$ cat src/rtl/fetch_queue_if.sv
// Fetch-to-decode bundle: instruction memory read port plus the decode-facing pair handshake.
// The master side is the fetch queue; the slave side is memory plus decode.
interface fetch_queue_if #(
    parameter int unsigned PC_W = 7
);
    logic [PC_W:0]   imem_addr;
    logic [63:0]     imem_rdata;
    logic            out_valid;
    logic            out_ready;
    logic [31:0]     instr_1;
    logic [31:0]     instr_2;
    logic [PC_W-1:0] pc1;
    logic [PC_W-1:0] pc2;
    logic [31:0]     c_stamp;

    modport master (
        output imem_addr,
        input  imem_rdata,
        output out_valid,
        input  out_ready,
        output instr_1,
        output instr_2,
        output pc1,
        output pc2,
        output c_stamp
    );

    modport slave (
        input  imem_addr,
        output imem_rdata,
        input  out_valid,
        output out_ready,
        input  instr_1,
        input  instr_2,
        input  pc1,
        input  pc2,
        input  c_stamp
    );
endinterface

$ cat src/rtl/fetch_queue.sv
// Dual-wide fetch stage: reads one 8-byte instruction pair per cycle into a small FIFO
// that feeds decode under valid/ready, draining and halting at program end.
module fetch_queue #(
    parameter int unsigned IMEM_BYTES = 128,
    parameter int unsigned PC_W       = 7,
    parameter int unsigned QDEPTH     = 4
) (
    input  logic               clk_i,
    input  logic               rst_i,
    input  logic               start_i,
    fetch_queue_if.master      bus,
    output logic [31:0]        cycle_count_o,
    output logic [31:0]        total_instr_count_o,
    output logic               busy_o,
    output logic               done_o
);
    localparam int unsigned AW = $clog2(QDEPTH);

    typedef enum logic [1:0] {StIdle, StFetch, StDrain, StDone} state_e;

    state_e          state_q, state_d;
    logic [PC_W:0]   pc_q, pc_d;
    logic [AW-1:0]   wptr_q, rptr_q;
    logic [AW:0]     count_q;
    logic [31:0]     cyc_q, tot_q;

    logic [63:0]     pair_mem_q  [QDEPTH];
    logic [PC_W-1:0] pc_mem_q    [QDEPTH];
    logic [31:0]     stamp_mem_q [QDEPTH];

    logic            empty, full, pop, push_ok, push, is_zero, last_pair;
    logic [PC_W+1:0] pc_next;
    logic [1:0]      n_nonzero;

    assign empty     = (count_q == '0);
    assign full      = (count_q == (AW+1)'(QDEPTH));
    assign pop       = !empty && bus.out_ready;
    // A full queue can still accept when decode frees the head in the same cycle.
    assign push_ok   = (state_q == StFetch) && (!full || pop);
    assign is_zero   = (bus.imem_rdata == 64'd0);
    assign push      = push_ok && !is_zero;
    assign pc_next   = {1'b0, pc_q} + (PC_W+2)'(8);
    assign last_pair = (pc_next >= (PC_W+2)'(IMEM_BYTES));
    assign n_nonzero = {1'b0, |bus.imem_rdata[63:32]} + {1'b0, |bus.imem_rdata[31:0]};

    always_comb begin
        state_d = state_q;
        pc_d    = pc_q;
        unique case (state_q)
            StIdle: begin
                if (start_i) state_d = StFetch;
            end
            StFetch: begin
                if (push) pc_d = pc_next[PC_W:0];
                if (push_ok && (is_zero || last_pair)) state_d = StDrain;
            end
            StDrain: begin
                if (empty) state_d = StDone;
            end
            StDone: begin
                state_d = StDone;
            end
            default: state_d = StIdle;
        endcase
    end

    always_ff @(posedge clk_i) begin
        if (rst_i) begin
            state_q <= StIdle;
            pc_q    <= '0;
            wptr_q  <= '0;
            rptr_q  <= '0;
            count_q <= '0;
            cyc_q   <= '0;
            tot_q   <= '0;
        end else begin
            state_q <= state_d;
            pc_q    <= pc_d;
            if (push) wptr_q <= wptr_q + 1'b1;
            if (pop)  rptr_q <= rptr_q + 1'b1;
            count_q <= count_q + (AW+1)'(push) - (AW+1)'(pop);
            if (state_q == StFetch || state_q == StDrain) cyc_q <= cyc_q + 32'd1;
            if (push) tot_q <= tot_q + 32'(n_nonzero);
        end
    end

    // Storage needs no reset: stale entries are never visible past the valid mask.
    always_ff @(posedge clk_i) begin
        if (push) begin
            pair_mem_q[wptr_q]  <= bus.imem_rdata;
            pc_mem_q[wptr_q]    <= pc_q[PC_W-1:0];
            stamp_mem_q[wptr_q] <= cyc_q;
        end
    end

    always_comb begin
        bus.imem_addr = (state_q == StFetch) ? pc_q : '0;
        bus.out_valid = !empty;
        bus.instr_1   = '0;
        bus.instr_2   = '0;
        bus.pc1       = '0;
        bus.pc2       = '0;
        bus.c_stamp   = '0;
        if (!empty) begin
            bus.instr_1 = pair_mem_q[rptr_q][63:32];
            bus.instr_2 = pair_mem_q[rptr_q][31:0];
            bus.pc1     = pc_mem_q[rptr_q];
            bus.pc2     = pc_mem_q[rptr_q] + PC_W'(4);
            bus.c_stamp = stamp_mem_q[rptr_q];
        end
    end

    assign cycle_count_o       = cyc_q;
    assign total_instr_count_o = tot_q;
    assign busy_o              = (state_q == StFetch) || (state_q == StDrain);
    assign done_o              = (state_q == StDone);
endmodule

$ cat src/flat_wrapper.sv
// flat-port wrapper written by rule: the top's interface ports become plain ports
module fetch_queue_flat 
#(
    parameter int unsigned IMEM_BYTES = 128,
    parameter int unsigned PC_W       = 7,
    parameter int unsigned QDEPTH     = 4
)
  (clk_i, rst_i, start_i, cycle_count_o, total_instr_count_o, busy_o, done_o, bus_imem_addr, bus_imem_rdata, bus_out_valid, bus_out_ready, bus_instr_1, bus_instr_2, bus_pc1, bus_pc2, bus_c_stamp);
  fetch_queue_if #(.PC_W(PC_W)) bus_i ();
  input  logic clk_i;
  input  logic rst_i;
  input  logic start_i;
  output logic [31:0] cycle_count_o;
  output logic [31:0] total_instr_count_o;
  output logic busy_o;
  output logic done_o;
  output wire logic [$bits(bus_i.imem_addr)-1:0] bus_imem_addr;
  input wire logic [$bits(bus_i.imem_rdata)-1:0] bus_imem_rdata;
  output wire logic [$bits(bus_i.out_valid)-1:0] bus_out_valid;
  input wire logic [$bits(bus_i.out_ready)-1:0] bus_out_ready;
  output wire logic [$bits(bus_i.instr_1)-1:0] bus_instr_1;
  output wire logic [$bits(bus_i.instr_2)-1:0] bus_instr_2;
  output wire logic [$bits(bus_i.pc1)-1:0] bus_pc1;
  output wire logic [$bits(bus_i.pc2)-1:0] bus_pc2;
  output wire logic [$bits(bus_i.c_stamp)-1:0] bus_c_stamp;
  assign bus_imem_addr = bus_i.imem_addr;
  assign bus_i.imem_rdata = bus_imem_rdata;
  assign bus_out_valid = bus_i.out_valid;
  assign bus_i.out_ready = bus_out_ready;
  assign bus_instr_1 = bus_i.instr_1;
  assign bus_instr_2 = bus_i.instr_2;
  assign bus_pc1 = bus_i.pc1;
  assign bus_pc2 = bus_i.pc2;
  assign bus_c_stamp = bus_i.c_stamp;
  fetch_queue #(.IMEM_BYTES(IMEM_BYTES), .PC_W(PC_W), .QDEPTH(QDEPTH)) u_core (.clk_i(clk_i), .rst_i(rst_i), .start_i(start_i), .bus(bus_i), .cycle_count_o(cycle_count_o), .total_instr_count_o(total_instr_count_o), .busy_o(busy_o), .done_o(done_o));
endmodule
$ cat config.mk
export PLATFORM = sky130hd
export DESIGN_NAME = fetch_queue_flat
export DESIGN_NICKNAME = d
export VERILOG_FILES = /design/src/rtl/fetch_queue_if.sv /design/src/rtl/fetch_queue.sv /design/src/flat_wrapper.sv
export SDC_FILE = /design/constraint.sdc
export NUM_CORES = 1
export LEC_CHECK = 0
export CORE_MARGIN = 8
export CORE_UTILIZATION = 44
export DETAILED_ROUTE_END_ITERATION = 10
export GPL_ROUTABILITY_DRIVEN = 0
export PLACE_DENSITY = 0.68
export SYNTH_ARGS = -nofsm -noshare
export SYNTH_HDL_FRONTEND = slang
export SYNTH_SLANG_ARGS = --single-unit
$ cat constraint.sdc
create_clock -name clk_i -period 9.6 [get_ports clk_i]
set_input_delay 1.92 -clock clk_i [delete_from_list [all_inputs] [get_ports clk_i]]
set_output_delay 1.92 -clock clk_i [all_outputs]
set_load 0.02 [all_outputs]
==> results of run 1 <==
worst paths after layout:
path | startpoint | endpoint | slack, ps | depth (start not counted)
max | register | bus_pc1[6] | 4210 | 4
min | u_core.total_instr_count_o[20] | u_core.total_instr_count_o[20] | 510 | 2
max reg2reg | u_core.state_q[1] | u_core.pair_mem_q[0][59] | 6470 | 6
min reg2reg | u_core.total_instr_count_o[20] | u_core.total_instr_count_o[20] | 510 | 2
cell usage after synthesis (20+ instances only):
| master | count | share of area |
|---|---|---|
| nand2_1 | 34 | 0.0066 |
| inv_1 | 21 | 0.0041 |
| xnor2_1 | 23 | 0.010 |
| a21oi_1 | 26 | 0.0068 |
| mux4_2 | 100 | 0.12 |
| nand3_1 | 20 | 0.0052 |
| nor2_1 | 63 | 0.012 |
| and2_1 | 110 | 0.036 |
| edfxtp_1 | 400 | 0.62 |
| clkbuf_1 | 37 | 0.0072 |
| dfxtp_1 | 80 | 0.083 |
power groups by stage:
stage / Sequential, uW / Combinational, uW / Clock (uW)
finish: 2750 / 2160 / 1740
global route: 2790 / 2310 / 1860
CTS: 2760 / 2220 / 1780
detailed placement: 2800 / 2210 / 0
global placement: 2780 / 2210 / 0
floorplan: 2760 / 1320 / 0
stage by stage:
stage	worst slack (ps)	total power (uW)	area, sq um	hold slack [ps]	utilization
after floorplan	4100	4080	19300	485	-
after global placement	4060	4990	22300	492	0.516
after detailed placement	3970	5020	22300	497	0.516
after CTS	4040	6770	23700	508	0.549
after global routing	3920	6960	23700	529	0.549
final	4210	6660	23700	512	0.549
worst max-delay path, delay by kind of cell, from the launching register on:
| family | cells | cell delay (ps) |
|---|---|---|
| mux | 1 | 600 |
| buf+inv | 2 | 1350 |
| simple gates | 1 | 210 |
| flops | 1 | 720 |
cell type report:
class                      instances  area, sq um  share of cell area
antenna                            1         2.50            0.000105
clock buffer                      67         1300              0.0550
clock inverter                    23          159             0.00670
inverter                          22         82.6             0.00348
multi-input combinational        573         5290               0.223
sequential                       480        13600               0.574
tap                              585          732              0.0309
timing repair buffer             257         2530               0.107
kinds of logic after synthesis:
family	count (synthesis)	share of synthesized area
DFF	480	0.707
xor gates and xnor gates	41	0.0186
buffers and inverters	89	0.0218
AOI/OAI and AO/OA	69	0.0226
other	1	0.000195
and+or+nand+nor	329	0.0961
adders and majority gates	16	0.0112
muxes	110	0.122
cell usage in the layout (no fill, tap or decap), types with 4 or more instances in the layout:
cell type and count:
xor2_1 18, inv_1 21, clkbuf_16 49, clkdlybuf4s50_1 243, buf_4 13, a21oi_1 25
and4_1 7, nand3_1 20, mux4_2 100, clkinv_1 8, o21ai_1 8, nor4_1 18
clkbuf_1 17, xnor2_1 23, a2111oi_0 5, nor3_1 6, nor2b_1 8, nand2b_1 4
mux2i_1 5, and2_4 4, or3_1 17, conb_1 8, and2_1 106, a211oi_1 6
nand2_1 34, and3_1 6, o21ai_0 8, nor2_1 63, ha_1 14, clkinv_2 10
nand4_1 18, edfxtp_1 400, dfxtp_1 78
routing by layer:
layer | global-route usage | vias up
met1 | 0.227 | 5402
met3 | 0.0513 | 53
met5 | 0 | -
met2 | 0.271 | 282
met4 | 0.0375 | 0
li1 | - | 4862
state kept, by name, summed over array words and instances, names as in the netlist, named ones only:
register and count:
u_core.pair_mem_q 256, u_core.stamp_mem_q 128, u_core.cycle_count_o 32, u_core.total_instr_count_o 32, u_core.pc_mem_q 16, u_core.pc_q 5, u_core.count_q 3, u_core.rptr_q 2
u_core.state_q 2, u_core.wptr_q 2
==> flow_summary.yaml, run 1 <==
global_route:
  grt_pass1_vias: 10900
  antenna_found_initial: 0
  grt_use_total: 0.169
  grt_max_degree: 90
  grt_pass1_wl_um: 65900
  grt_overflow: 0
detailed_routing:
  vias: 10600
  met2WireLength_um: 20700
  initialDrtViolationCount: 784
  vias_per_cell: 5.28
  drc: 0
  highest_layer: "met4"
  drtPass1Iterations: 4
  routed-wl-met3_um: 3100
  ant_nets: 0
  drt-met1-wl_um: 19300
  wl_per_cell_um: 21.8
  routed_wirelength_um: 43800
die:
  initial_core_util: 0.446
  rows: 76
  dieWidth_um: 225
  die-area_sq_um: 50700
  design.portCount: 253
  die_h_um: 225
  core-area_sq_um: 43200
critical_path:
  critical_path.max_stage_delay_ps: 790
  worstSetupPathType: "reg2out"
  crit_path_start_kind: "register"
  end_kind: "output pin"
  crit_chain: "buf_4, mux4_2, and2_1, clkdlybuf4s50_1"
  cpMaxStageDelayCell: "buf_4"
  arrival_ps: 3470
  path_max_fanout: 43
  critPathRequiredTime_ps: 7680
clock_tree:
  cts_resized: 0
  cts_max_level: 2
  cts-root-buf: "clkbuf_16"
  cts_made_buffers: 49
  tritoncts: "built"
  path_clk_slew_ps: 60
  clock_path_buffers: 3
  clock_sinks: 480
  clock_latency_ps: 590
  cts_hold_buf: 0
  post_cts_buffers: 0
cells_and_area:
  syn_to_final_growth_pct: 23.2
  fin_nets: 1467
  instances_no_fill: 2008
  fillers: 3466
  drive_gt1_frac: 0.142
logic_synthesis:
  synth_edf_count: 400
  postSynthAreaPerCell_sq_um: 17.0
  syn_area_sq_um: 19300
  ys_types: 58
  synthCells: 1135
  ys_seq_area_frac: 0.707
  ys_warn_count: 0
  synth.ff_latch_count: 480
  async_flop_share: 0
  synth_ff_type: "edfxtp_1"
place:
  dpl.cell_count: 1917
  io_buffers: 244
  dp.final_hpwl_um: 26900
outcome:
  status: "completed"
pwr:
  combPwrFrac: 0.325
  pwr-share-clk: 0.262
  power.density_nw_per_um2: 281
  p_sw_frac: 0.304
  ir_drop_uv: 126
  seq_power_share: 0.414
  p_int_uw: 4630
  p_leak_uw: 0.00754
  p_switching_uw: 2020
sta:
  worst_pin_slew_ps: 1090
  period_needed_ps: 5390
  drv_slew: 0
  rsz0062_at_grt: "no"
  relSlewSlack: 0.272
  finalSetupTns_ps: 0
  setup_viol: 0
  clock_skew_ps: 24.2
  max_freq_mhz: 185
  period_share: 0.562
  hold_viol: 0
job:
  cap_violations: 0
hold_path:
  min_path_type: "reg2reg"
Note: power is estimated with default switching activity, not from simulation.
==> run 2, diff against run 1 <==
- clock period: 9.6 -> 5 ns (I/O delays scaled with it)
==> flow_summary.yaml, run 2 (synthesis results as in run 1) <==
outcome:
  status: "completed"
sta:
  drv_slew: 0
  relSlewSlack: 0.389
  worst_pin_slew_ps: 916
  clock_skew_ps: 17.9
  setup_slack_ps: 928
  period_needed_ps: 4070
  period_share: 0.814
  setup_viol: 0
  max_freq_mhz: 246
  hold_viol: 0
  rsz0062_at_grt: "no"
  finalSetupTns_ps: 0
clock_tree:
  tritoncts: "built"
  cts_hold_buf: 0
  path_clk_slew_ps: 60
  post_cts_buffers: 0
  clock_latency_ps: 590
  cts_resized: 0
  cts_max_level: 2
  clock_sinks: 480
  cts_made_buffers: 50
  cts-root-buf: "clkbuf_16"
  clock_path_buffers: 3
detailed_routing:
  vias_per_cell: 5.33
  initialDrtViolationCount: 714
  routed_wirelength_um: 43900
  vias: 10800
  ant_nets: 0
  drtPass1Iterations: 6
  wl_per_cell_um: 21.7
  drc: 0
cells_and_area:
  reg_top3: "u_core.pair_mem_q x256, u_core.stamp_mem_q x128"
  fin_nets: 1484
  final_common_cell: "edfxtp_1"
  multiInputGateArea_sq_um: 5290
  largest_reg_flops: 256
  mostFrequentLayoutCells: "edfxtp_1 (400), clkdlybuf4s50_1 (243), and2_1 (106), mux4_2 (100), dfxtp_1 (78)"
  fin_util: 0.559
  regArea_sq_um: 13600
  drive_gt1_frac: 0.159
  top_register: "u_core.pair_mem_q"
  final_area_sq_um: 24100
  fillers: 3401
  syn_to_final_growth_pct: 25.3
place:
  place_area_sq_um: 22500
  io_buffers: 244
  pre_cts_ws_ps: 586
  dp.final_hpwl_um: 28300
die:
  design.portCount: 253
  core-area_sq_um: 43200
  die_h_um: 225
  rows: 76
  initial_core_util: 0.446
  dieWidth_um: 225
  die-area_sq_um: 50700
critical_path:
  arrival_ps: 3070
  critPathRequiredTime_ps: 4000
  path_max_fanout: 77
  end_kind: "output pin"
  crit_path_start_kind: "register"
  worstSetupPathType: "reg2out"
pwr:
  power.density_nw_per_um2: 546
  p_total_uw: 13200
  p_leak_uw: 0.00773
  ir_drop_uv: 349
global_route:
  grt_overflow: 0
  grt_pass1_wl_um: 67800
  antenna_found_initial: 0
  grt_pass1_vias: 11400
  grt_use_total: 0.174
  grt_max_degree: 78
hold_path:
  min_path_type: "reg2reg"
job:
  cap_violations: 0
==> run 2: cell count changes in the layout (fill, tap and decap cells not counted) <==
cell | before | now
buf_12 | 0 | 11
clkbuf_1 | 17 | 6
buf_4 | 13 | 18
clkbuf_16 | 49 | 53
bufinv_16 | 1 | 4
clkinvlp_4 | 1 | 4
clkinv_1 | 8 | 6
clkinv_8 | 2 | 0
clkbuf_8 | 1 | 0
clkinv_4 | 0 | 1
inv_16 | 0 | 1
inv_6 | 1 | 2
==> run 2: where the power goes <==
part / switching, uW / internal (uW) / total, uW
sequential: 209 / 5030 / 5240
clock: 1510 / 2140 / 3640
combinational: 2230 / 2060 / 4300
total: 3950 / 9230 / 13200
==> run 2: layout make-up <==
| class | instances | area share |
|---|---|---|
| flip-flops and latches | 480 | 0.564 |
| multi-input cells | 573 | 0.219 |
| repair buffers | 273 | 0.116 |
| clock buffers | 59 | 0.0559 |
| well taps | 585 | 0.0303 |
| clock inverters | 28 | 0.0111 |
| inverters | 22 | 0.00342 |
| diodes | 1 | 0.000104 |
==> run 2: stage by stage <==
| step | hold slack, ps | instances |
|---|---|---|
| 3_3_place_gp | 489 | 1933 |
| 2_1_floorplan | 485 | 1142 |
| 3_5_place_dp | 491 | 1933 |
| 5_1_grt | 540 | 2020 |
| 4_1_cts | 505 | 2020 |
| 6_report | 507 | 2021 |
==> run 2: critical path, stage by stage, from the launching register on <==
cell	delay [ps]
dfxtp_1	410
or3_4	720
buf_4	430
and2_1	230
clkdlybuf4s50_1	650
==> run 2: worst paths after layout <==
check                                 startpoint                              to  slack, ps  depth (start not counted)
setup / recovery               u_core.count_q[1]                 bus_c_stamp[29]        930                          4
hold / removal    u_core.total_instr_count_o[20]  u_core.total_instr_count_o[20]        510                          2
setup reg to reg               u_core.state_q[0]        u_core.cycle_count_o[29]       2030                          7
hold reg to reg   u_core.total_instr_count_o[20]  u_core.total_instr_count_o[20]        510                          2
==> run 2: per-layer routing <==
metal	track usage	wire length [um]	vias up
met2	0.283	21000	305
li1	-	-	4904
met1	0.227	19000	5507
met3	0.0497	3180	54
met5	0	0	-
met4	0.0463	746	0
